<file path="config.mk">
export PLATFORM = sky130hd
export DESIGN_NAME = reset_release_sequencer
export DESIGN_NICKNAME = d
export VERILOG_FILES = /design/src/rtl/reset_seq_pkg.sv /design/src/rtl/reset_release_sequencer_reset_sync.sv /design/src/rtl/reset_release_sequencer.sv
export SDC_FILE = /design/constraint.sdc
export NUM_CORES = 1
export LEC_CHECK = 0
export BUFFER_PORTS_ARGS = -buffer_cell sky130_fd_sc_hd__clkbuf_2
export CORE_MARGIN = 2
export CORE_UTILIZATION = 55
export CTS_BUF_LIST = sky130_fd_sc_hd__clkbuf_4
export DETAILED_ROUTE_END_ITERATION = 8
export GPL_TIMING_DRIVEN = 0
export PLACE_DENSITY_LB_ADDON = 0.25
export SKIP_CTS_REPAIR_TIMING = 1
export SYNTH_ARGS = -nofsm -noshare
export SYNTH_HDL_FRONTEND = slang
export SYNTH_SLANG_ARGS = --single-unit
</file>
<file path="constraint.sdc">
create_clock -name CLK -period 0.8 [get_ports CLK]
set_input_delay 0.16 -clock CLK [delete_from_list [all_inputs] [get_ports CLK]]
set_output_delay 0.16 -clock CLK [all_outputs]
set_load 0.02 [all_outputs]
</file>
<file path="src/rtl/reset_seq_pkg.sv">
// Shared types and helpers for the reset release sequencer.
package reset_seq_pkg;

    // Sequencer FSM states
    typedef enum logic [2:0] {
        IDLE,
        GAP,
        RUN,
        SOFT,
        WAIT_REL
    } seq_state_t;

    // Upper bound on the number of sequenced reset domains
    localparam int MAX_STAGES = 8;

    // Width of the stage index register; sized for the largest legal stage count
    localparam int IDX_W = $clog2(MAX_STAGES);

    // Counter width large enough to hold the longer of the two timed intervals
    function automatic int cnt_width(input int gap, input int hold);
        int longest;
        longest = (gap > hold) ? gap : hold;
        return $clog2(longest + 1);
    endfunction

endpackage

</file>
<file path="src/rtl/reset_release_sequencer_reset_sync.sv">
// Two-flop reset synchronizer: the reset asserts asynchronously and is
// released only after two clean CLK edges.
module reset_sync (
    input  logic CLK,
    input  logic FABRIC_RESET_N,
    output logic rst_sync
);

    logic meta_reg;
    logic sync_reg;

    // Async assert, two-stage synchronous deassert
    always_ff @(posedge CLK or negedge FABRIC_RESET_N) begin
        if (!FABRIC_RESET_N) begin
            meta_reg <= 1'b0;
            sync_reg <= 1'b0;
        end else begin
            meta_reg <= 1'b1;
            sync_reg <= meta_reg;
        end
    end

    assign rst_sync = sync_reg;

endmodule

</file>
<file path="src/rtl/reset_release_sequencer.sv">
// Reset release sequencer: releases NUM_STAGES reset domains one after
// another, STAGE_GAP cycles apart, with a debug hold on the last stage.
// Optional soft-reset handshake is built when RESET_SEQ_SOFT_RST_EN is defined.
module reset_release_sequencer
    import reset_seq_pkg::*;
#(
    parameter int NUM_STAGES = 3,
    parameter int STAGE_GAP  = 16,
    parameter int SOFT_HOLD  = 32
) (
    input  logic                  CLK,
    input  logic                  FABRIC_RESET_N,
    input  logic                  CPU_HOLD,
    input  logic                  SOFT_RST_REQ,
    output logic                  SOFT_RST_ACK,
    output logic [NUM_STAGES-1:0] RST_N,
    output logic                  SEQ_DONE
);

    localparam int                CNT_W    = cnt_width(STAGE_GAP, SOFT_HOLD);
    localparam logic [CNT_W-1:0]  GAP_LAST = CNT_W'(STAGE_GAP - 1);
    localparam logic [IDX_W-1:0]  LAST_IDX = IDX_W'(NUM_STAGES - 1);
`ifdef RESET_SEQ_SOFT_RST_EN
    localparam logic [CNT_W-1:0]  SOFT_LAST = CNT_W'(SOFT_HOLD - 1);
`endif

    logic                  rst_sync;
    seq_state_t            state_reg;
    logic [CNT_W-1:0]      cnt_reg;
    logic [IDX_W-1:0]      idx_reg;
    logic [NUM_STAGES-1:0] rst_n_reg;
    logic                  done_reg;
    // Previous CPU_HOLD sample; keeps the counter parked for the edge that
    // first sees the hold low, so the last stage gets a full STAGE_GAP window
    logic                  hold_q_reg;
`ifdef RESET_SEQ_SOFT_RST_EN
    logic                  ack_reg;
`endif

    reset_sync u_reset_sync (
        .CLK            (CLK),
        .FABRIC_RESET_N (FABRIC_RESET_N),
        .rst_sync       (rst_sync)
    );

    // Sequencer FSM; every output is a flop cleared by the synchronized reset
    always_ff @(posedge CLK or negedge rst_sync) begin
        if (!rst_sync) begin
            state_reg  <= IDLE;
            cnt_reg    <= '0;
            idx_reg    <= '0;
            rst_n_reg  <= '0;
            done_reg   <= 1'b0;
            hold_q_reg <= 1'b0;
`ifdef RESET_SEQ_SOFT_RST_EN
            ack_reg    <= 1'b0;
`endif
        end else begin
            hold_q_reg <= CPU_HOLD;
            case (state_reg)
                IDLE: begin
                    state_reg <= GAP;
                    idx_reg   <= '0;
                    cnt_reg   <= '0;
                end

                GAP: begin
                    if ((idx_reg == LAST_IDX) && (CPU_HOLD || hold_q_reg)) begin
                        cnt_reg <= '0;
                    end else if (cnt_reg == GAP_LAST) begin
                        cnt_reg <= '0;
                        for (int k = 0; k < NUM_STAGES; k++) begin
                            if (idx_reg == IDX_W'(k)) begin
                                rst_n_reg[k] <= 1'b1;
                            end
                        end
                        if (idx_reg == LAST_IDX) begin
                            state_reg <= RUN;
                            done_reg  <= 1'b1;
                        end else begin
                            idx_reg <= idx_reg + 1'b1;
                        end
                    end else begin
                        cnt_reg <= cnt_reg + 1'b1;
                    end
                end

                RUN: begin
`ifdef RESET_SEQ_SOFT_RST_EN
                    if (SOFT_RST_REQ) begin
                        rst_n_reg <= '0;
                        done_reg  <= 1'b0;
                        ack_reg   <= 1'b1;
                        cnt_reg   <= '0;
                        state_reg <= SOFT;
                    end else
`endif
                    if (CPU_HOLD) begin
                        rst_n_reg[NUM_STAGES-1] <= 1'b0;
                        done_reg  <= 1'b0;
                        idx_reg   <= LAST_IDX;
                        cnt_reg   <= '0;
                        state_reg <= GAP;
                    end
                end

`ifdef RESET_SEQ_SOFT_RST_EN
                SOFT: begin
                    if (cnt_reg == SOFT_LAST) begin
                        cnt_reg   <= '0;
                        state_reg <= WAIT_REL;
                    end else begin
                        cnt_reg <= cnt_reg + 1'b1;
                    end
                end

                WAIT_REL: begin
                    if (!SOFT_RST_REQ) begin
                        ack_reg   <= 1'b0;
                        idx_reg   <= '0;
                        cnt_reg   <= '0;
                        state_reg <= GAP;
                    end
                end
`endif

                default: begin
                    state_reg <= IDLE;
                end
            endcase
        end
    end

    assign RST_N    = rst_n_reg;
    assign SEQ_DONE = done_reg;

`ifdef RESET_SEQ_SOFT_RST_EN
    assign SOFT_RST_ACK = ack_reg;
`else
    // Soft-reset request has no effect in this build
    logic unused_soft_req;
    assign unused_soft_req = SOFT_RST_REQ;
    assign SOFT_RST_ACK    = 1'b0;
`endif

endmodule

</file>
# --- Yosys cells after proc, flatten, opt, wreduce, memory -nomap -nowiden ---
# Cells that the tools add are included.
word_totals:
  regBits: 19
  input_bits: 4
  out_inout_bits: 5
  elab_cells: 59
classes:
  add_sub_neg: 2
  eq_ne: 10
  muxes: 24
  n_bitwise: 1
  n_reduce_logical: 12
ops:
  columns: ["cell", "count"]
  rows:
  - ["2-to-1 mux 3 bit", 10]
  - ["2-to-1 mux 6 bit", 3]
  - ["case mux 3 bit (3 select lines)", 2]
  - ["case mux 6 bit (3 select lines)", 1]
  - ["AND reduction 4 bit", 3]
  - ["inequality test 2 bit, second input constant", 5]
  - ["AND reduction 5 bit", 2]
  - ["adder 6 x 1 -> 6 bit, second input constant", 1]
  - ["== test 3 x 1 -> 1 bit, second input constant", 2]
  - ["== test 3 x 2 -> 1 bit, second input constant", 2]
  - ["== test 6 x 4 -> 1 bit, second input constant", 1]
  - ["zero test 3 bit", 2]
  - ["2-to-1 mux 1 bit", 6]
  - ["case mux 1 bit (2 select lines)", 2]
  - ["adder 3 x 1 -> 3 bit, second input constant", 1]
  - ["nonzero test 3 bit", 1]
  - ["AND reduction 2 bit", 1]
  - ["nonzero test 2 bit", 1]
  - ["logical AND 1 bit", 1]
  - ["logical OR 1 bit", 1]
  - ["NOT 1 bit", 1]

# --- Longest topological paths before layout ---
logic_depth:
  ltp_word: 5
  ltp_mapped: 7
  ltp_nobuf: 6

# --- Cells and area by module ---
# A second synthesis with hierarchy kept.
hier_totals:
  hier_cells: 100
  area_unflattened_um2: 1017.2
by_module_without_submodules:
  columns: ["module", "n_inst", "cells_per_inst", "area_each_um2", "seq_area_each_um2"]
  rows:
  - ["reset_release_sequencer", 1, 97, 963.4, 400.4]
  - ["reset_sync", 1, 3, 53.8, 50.0]

# --- Least setup slack after synthesis ---
# OpenSTA, ideal clock, no wires.
synth_path:
  kind: "register -> register"
  from: "register idx_reg[0]"
  to: "register rst_n_reg[2] (netlist: RST_N[2])"
  setup_ps: 122
  arrival_ps: 1759
  required_ps: 678
  slack_ps: -1080
  path_stages_with_launch: 7
  n_path_buf: 0
  synth_period_minus_slack_ps: 1880
  path_cell_list: "dfrtp_1 > inv_1 > ha_1 > or4b_4 > o41ai_4 > nand3_1 > a32o_1"
synth_between:
  elab_chain_cells: 4
  word_cells_on_any_way: 5
  cone_classes: "3 x eq/ne; 2 x reduce/logical"
synth_rtl:
  columns: ["element", "line", "text"]
  rows:
  - ["start, declared", "reset_release_sequencer.sv:30", "logic [IDX_W-1:0] idx_reg;"]
  - ["start signal, assigned", "reset_release_sequencer.sv:81", "idx_reg <= idx_reg + 1'b1;"]
  - ["== test 3 x 2 -> 1 bit (*)", "reset_release_sequencer.sv:68, reset_release_sequencer.sv:73", null]
  - ["logical AND 1 bit", "reset_release_sequencer.sv:68", "if ((idx_reg == LAST_IDX) && (CPU_HOLD || hold_q_reg)) begin"]
  - ["inequality test 2 bit (no line)", null, null]
  - ["AND reduction 5 bit (no line) (*)", null, null]
  - ["end signal, assigned", "reset_release_sequencer.sv:52", "rst_n_reg <= '0;"]
  - ["end signal, assigned by index", "reset_release_sequencer.sv:74", "rst_n_reg[k] <= 1'b1;"]
  - ["end signal, assigned by index", "reset_release_sequencer.sv:99", "rst_n_reg[NUM_STAGES-1] <= 1'b0;"]
  - ["end, declared", "reset_release_sequencer.sv:31", "logic [NUM_STAGES-1:0] rst_n_reg;"]
# Mark *: on every way between the ends. The rest lies on a longest branch, timed or not.
# A chain may end at the register's enable or synchronous reset.

# --- Worst setup path in the final report ---
# Ends and elaborated chain as after synthesis.

==> flow_summary.json <==
{
  "placementRows": 15,
  "syn_to_final_growth_pct": 45.5,
  "timing.rr.start": "idx_reg[0]",
  "timing.reg2reg.setup_slack_ns": -1.32,
  "final-hold-violation-count": 0,
  "violations": "setup timing",
  "hpwl_um": 1590,
  "start_kind": "flop",
  "floorplan.initialDensity": 0.600,
  "dp_slack_ns": -1.20,
  "synthesis.instances": 107,
  "maxCapViolations": 0,
  "power.leakage_nw": 0.684,
  "postSynth.topFlopCell": "sky130_fd_sc_hd__dfrtp_1",
  "setup_ws_ns": -1.32,
  "worstPathArrival_ns": 2.31,
  "floorplan.die_area_mm2": 0.00231,
  "grt_util_all_layers": 0.228,
  "route.detailed.vias_per_inst": 6.48,
  "floorplan.die.height_um": 48.1,
  "async_flop_share": 1.00,
  "critPathKind": "reg -> reg",
  "critical_path.reg2reg.endpoint": "RST_N[2]",
  "rr_worst_depth": 6,
  "detail_route.drc_violations": 0,
  "synth.yosys.seq_area_share": 0.421,
  "rsz0062_at_grt": "true",
  "syn_area_per_cell_um2": 10.0,
  "gr-total-overflow": 0,
  "clock_latency_at_the_later_pin_of_the_worst_skew_pair_ns": 0.30,
  "min_delay_worst_endpoint": "hold_q_reg",
  "max_frequency_mhz": 471,
  "clock_transition_at_the_registers_of_the_reported_paths_ns": 0.11,
  "drt_pass1_iterations": 4,
  "setup_tns_ns": -13.57,
  "fin_skew_ns": 0.00493,
  "hold_path.startpoint": "CPU_HOLD",
  "clock_sink_count": 18,
  "largest_register_ffs": 6,
  "post-place-cells": 138,
  "final_cell_count_no_fill": 158,
  "endpoint_kind": "flop",
  "grt_pass1_vias": 804,
  "mostFrequentLayoutCell": "sky130_fd_sc_hd__dfrtp_1",
  "cts_inserted_buffers": 3,
  "dr_total_vias": 1024,
  "synth.top_cell.area_share": 0.421,
  "gp_congestion": 0.790,
  "worst_hold_path_type": "in -> reg",
  "core_area_mm2": 0.00178,
  "overall_power_mw": 1.53,
  "report.final.slew_viol_count": 0,
  "run_status": "finished, violations left",
  "ys_seq_elements": 18,
  "post_route_cells_drive_above_1_share": 0.459,
  "synth-edff-count": 0,
  "dr.first_iter.drc_count": 55,
  "whs_path_depth": 1,
  "crit_path_time_final_ns": 2.12,
  "fp.dieW_um": 48.1,
  "postSynthNetCount": 120,
  "power.density_cell_area_mw_per_mm2": 983,
  "antenna_found_initial": 0,
  "wl_per_cell_um": 21.0,
  "grt_first_pass_wirelength_um": 3550,
  "timing.final.setup_violations": 19,
  "netlist_top_cells_area": "sky130_fd_sc_hd__dfrtp_1 42%, sky130_fd_sc_hd__ha_1 11%, sky130_fd_sc_hd__a21o_1 3.5%, sky130_fd_sc_hd__nand2_1 3.2%, sky130_fd_sc_hd__a21oi_1 2.8%",
  "placed_area_mm2": 0.00128,
  "clockBufferDepth": 2,
  "placement.io_buffers": 6,
  "ioPinCount": 9,
  "worstPathMaxFanout": 4,
  "finalInstanceArea_mm2": 0.00156,
  "synth.yosys.warnings": 0,
  "clk_root_buffer_cell": "sky130_fd_sc_hd__clkbuf_4",
  "cts_tree": "built",
  "mostFrequentLayoutCells": "14 x sky130_fd_sc_hd__dfrtp_1, 13 x sky130_fd_sc_hd__buf_4, 8 x sky130_fd_sc_hd__nand2_1, 6 x sky130_fd_sc_hd__ha_4",
  "postRouteWirelength_um": 3320,
  "worst_ep_required_time_ns": 0.99,
  "clock_tree.htree_level_count": 1,
  "mappedNetlistArea_mm2": 0.00107,
  "grt_start_max_net_pins": 17,
  "fin_nets": 147,
  "power.ir.vdd_worst_v": 0.000945,
  "antennaDiodeCount": 0,
  "finalCritPeriodShare": 2.65,
  "antenna_violating_nets_post_route": 0,
  "ys_types": 35,
  "yosys.area.top_type": "sky130_fd_sc_hd__dfrtp_1"
}
==> cell type report <==
cell class	instances	area, µm²
Sequential cell	18	455
Clock inverter	1	3.75
Fill cell	84	226
Timing Repair Buffer	23	216
Multi-Input combinational cell	81	781
Tap cell	25	31.3
Inverter	5	23.8
Buffer	2	22.5
Clock buffer	3	22.5
==> through the flow <==
step                utilization  hold slack [ns]
global placement          0.718          -0.0547
finish                    0.873           0.0923
detailed placement        0.718          -0.0535
global route              0.873           0.0890
floorplan                     -           -0.136
CTS                       0.733           -0.386
==> power breakdown <==
part / leakage [nW] / switching [mW] / internal [mW]
clock: 0.0154 / 0.308 / 0.182
combinational: 0.456 / 0.0477 / 0.0435
sequential: 0.213 / 0.0264 / 0.922
==> cell usage after synthesis, drive strengths merged (2+ instances only) <==
cell type,n
dfrtp,18
ha,9
nand2,9
o21ai,7
a21oi,6
nand3,6
nor2,6
a21o,5
inv,5
nand2b,5
buf,3
mux2i,3
nor3,3
and4b,2
conb,2
==> worst max path at each step <==
| stage | startpoint | endpoint | slack [ns] | cells past startpoint |
|---|---|---|---|---|
| after floorplan | idx_reg[0] | RST_N[2] | -1.01 | 6 |
| after global placement | idx_reg[0] | RST_N[2] | -1.15 | 6 |
| after detailed placement | idx_reg[0] | RST_N[2] | -1.20 | 6 |
| after CTS | idx_reg[0] | RST_N[2] | -1.22 | 6 |
| after global routing | idx_reg[0] | RST_N[2] | -1.37 | 6 |
| final | idx_reg[0] | RST_N[2] | -1.32 | 6 |
==> cell families (layout without fill, tap and decap cells) <==
family / Yosys count / in the layout / synth area share
muxes: 3 / 3 / 0.0281
xor gates and xnor gates: 2 / 2 / 0.0164
AOI/OAI and AO/OA: 24 / 24 / 0.163
buffers and inverters: 8 / 34 / 0.0386
DFF: 18 / 18 / 0.421
adders and majority gates: 9 / 9 / 0.105
and+or+nand+nor: 41 / 41 / 0.221
other: 2 / 2 / 0.00702
==> worst max-delay path, stage by stage (launching register included) <==
cell and delay (ns):
sky130_fd_sc_hd__dfrtp_1 0.45, sky130_fd_sc_hd__inv_2 0.13, sky130_fd_sc_hd__ha_4 0.16, sky130_fd_sc_hd__or4b_4 0.50, sky130_fd_sc_hd__o41ai_4 0.36, sky130_fd_sc_hd__nand3_1 0.16
sky130_fd_sc_hd__a32o_1 0.25
==> per-layer routing <==
metal | vias up | global-route usage | routed length, µm
met3 | 21 | 0.0444 | 216
met1 | 508 | 0.309 | 1320
met5 | - | 0 | 0
li1 | 432 | - | -
met4 | 0 | 0.108 | 162
met2 | 63 | 0.349 | 1620
Power figures use the tool's default switching activity.
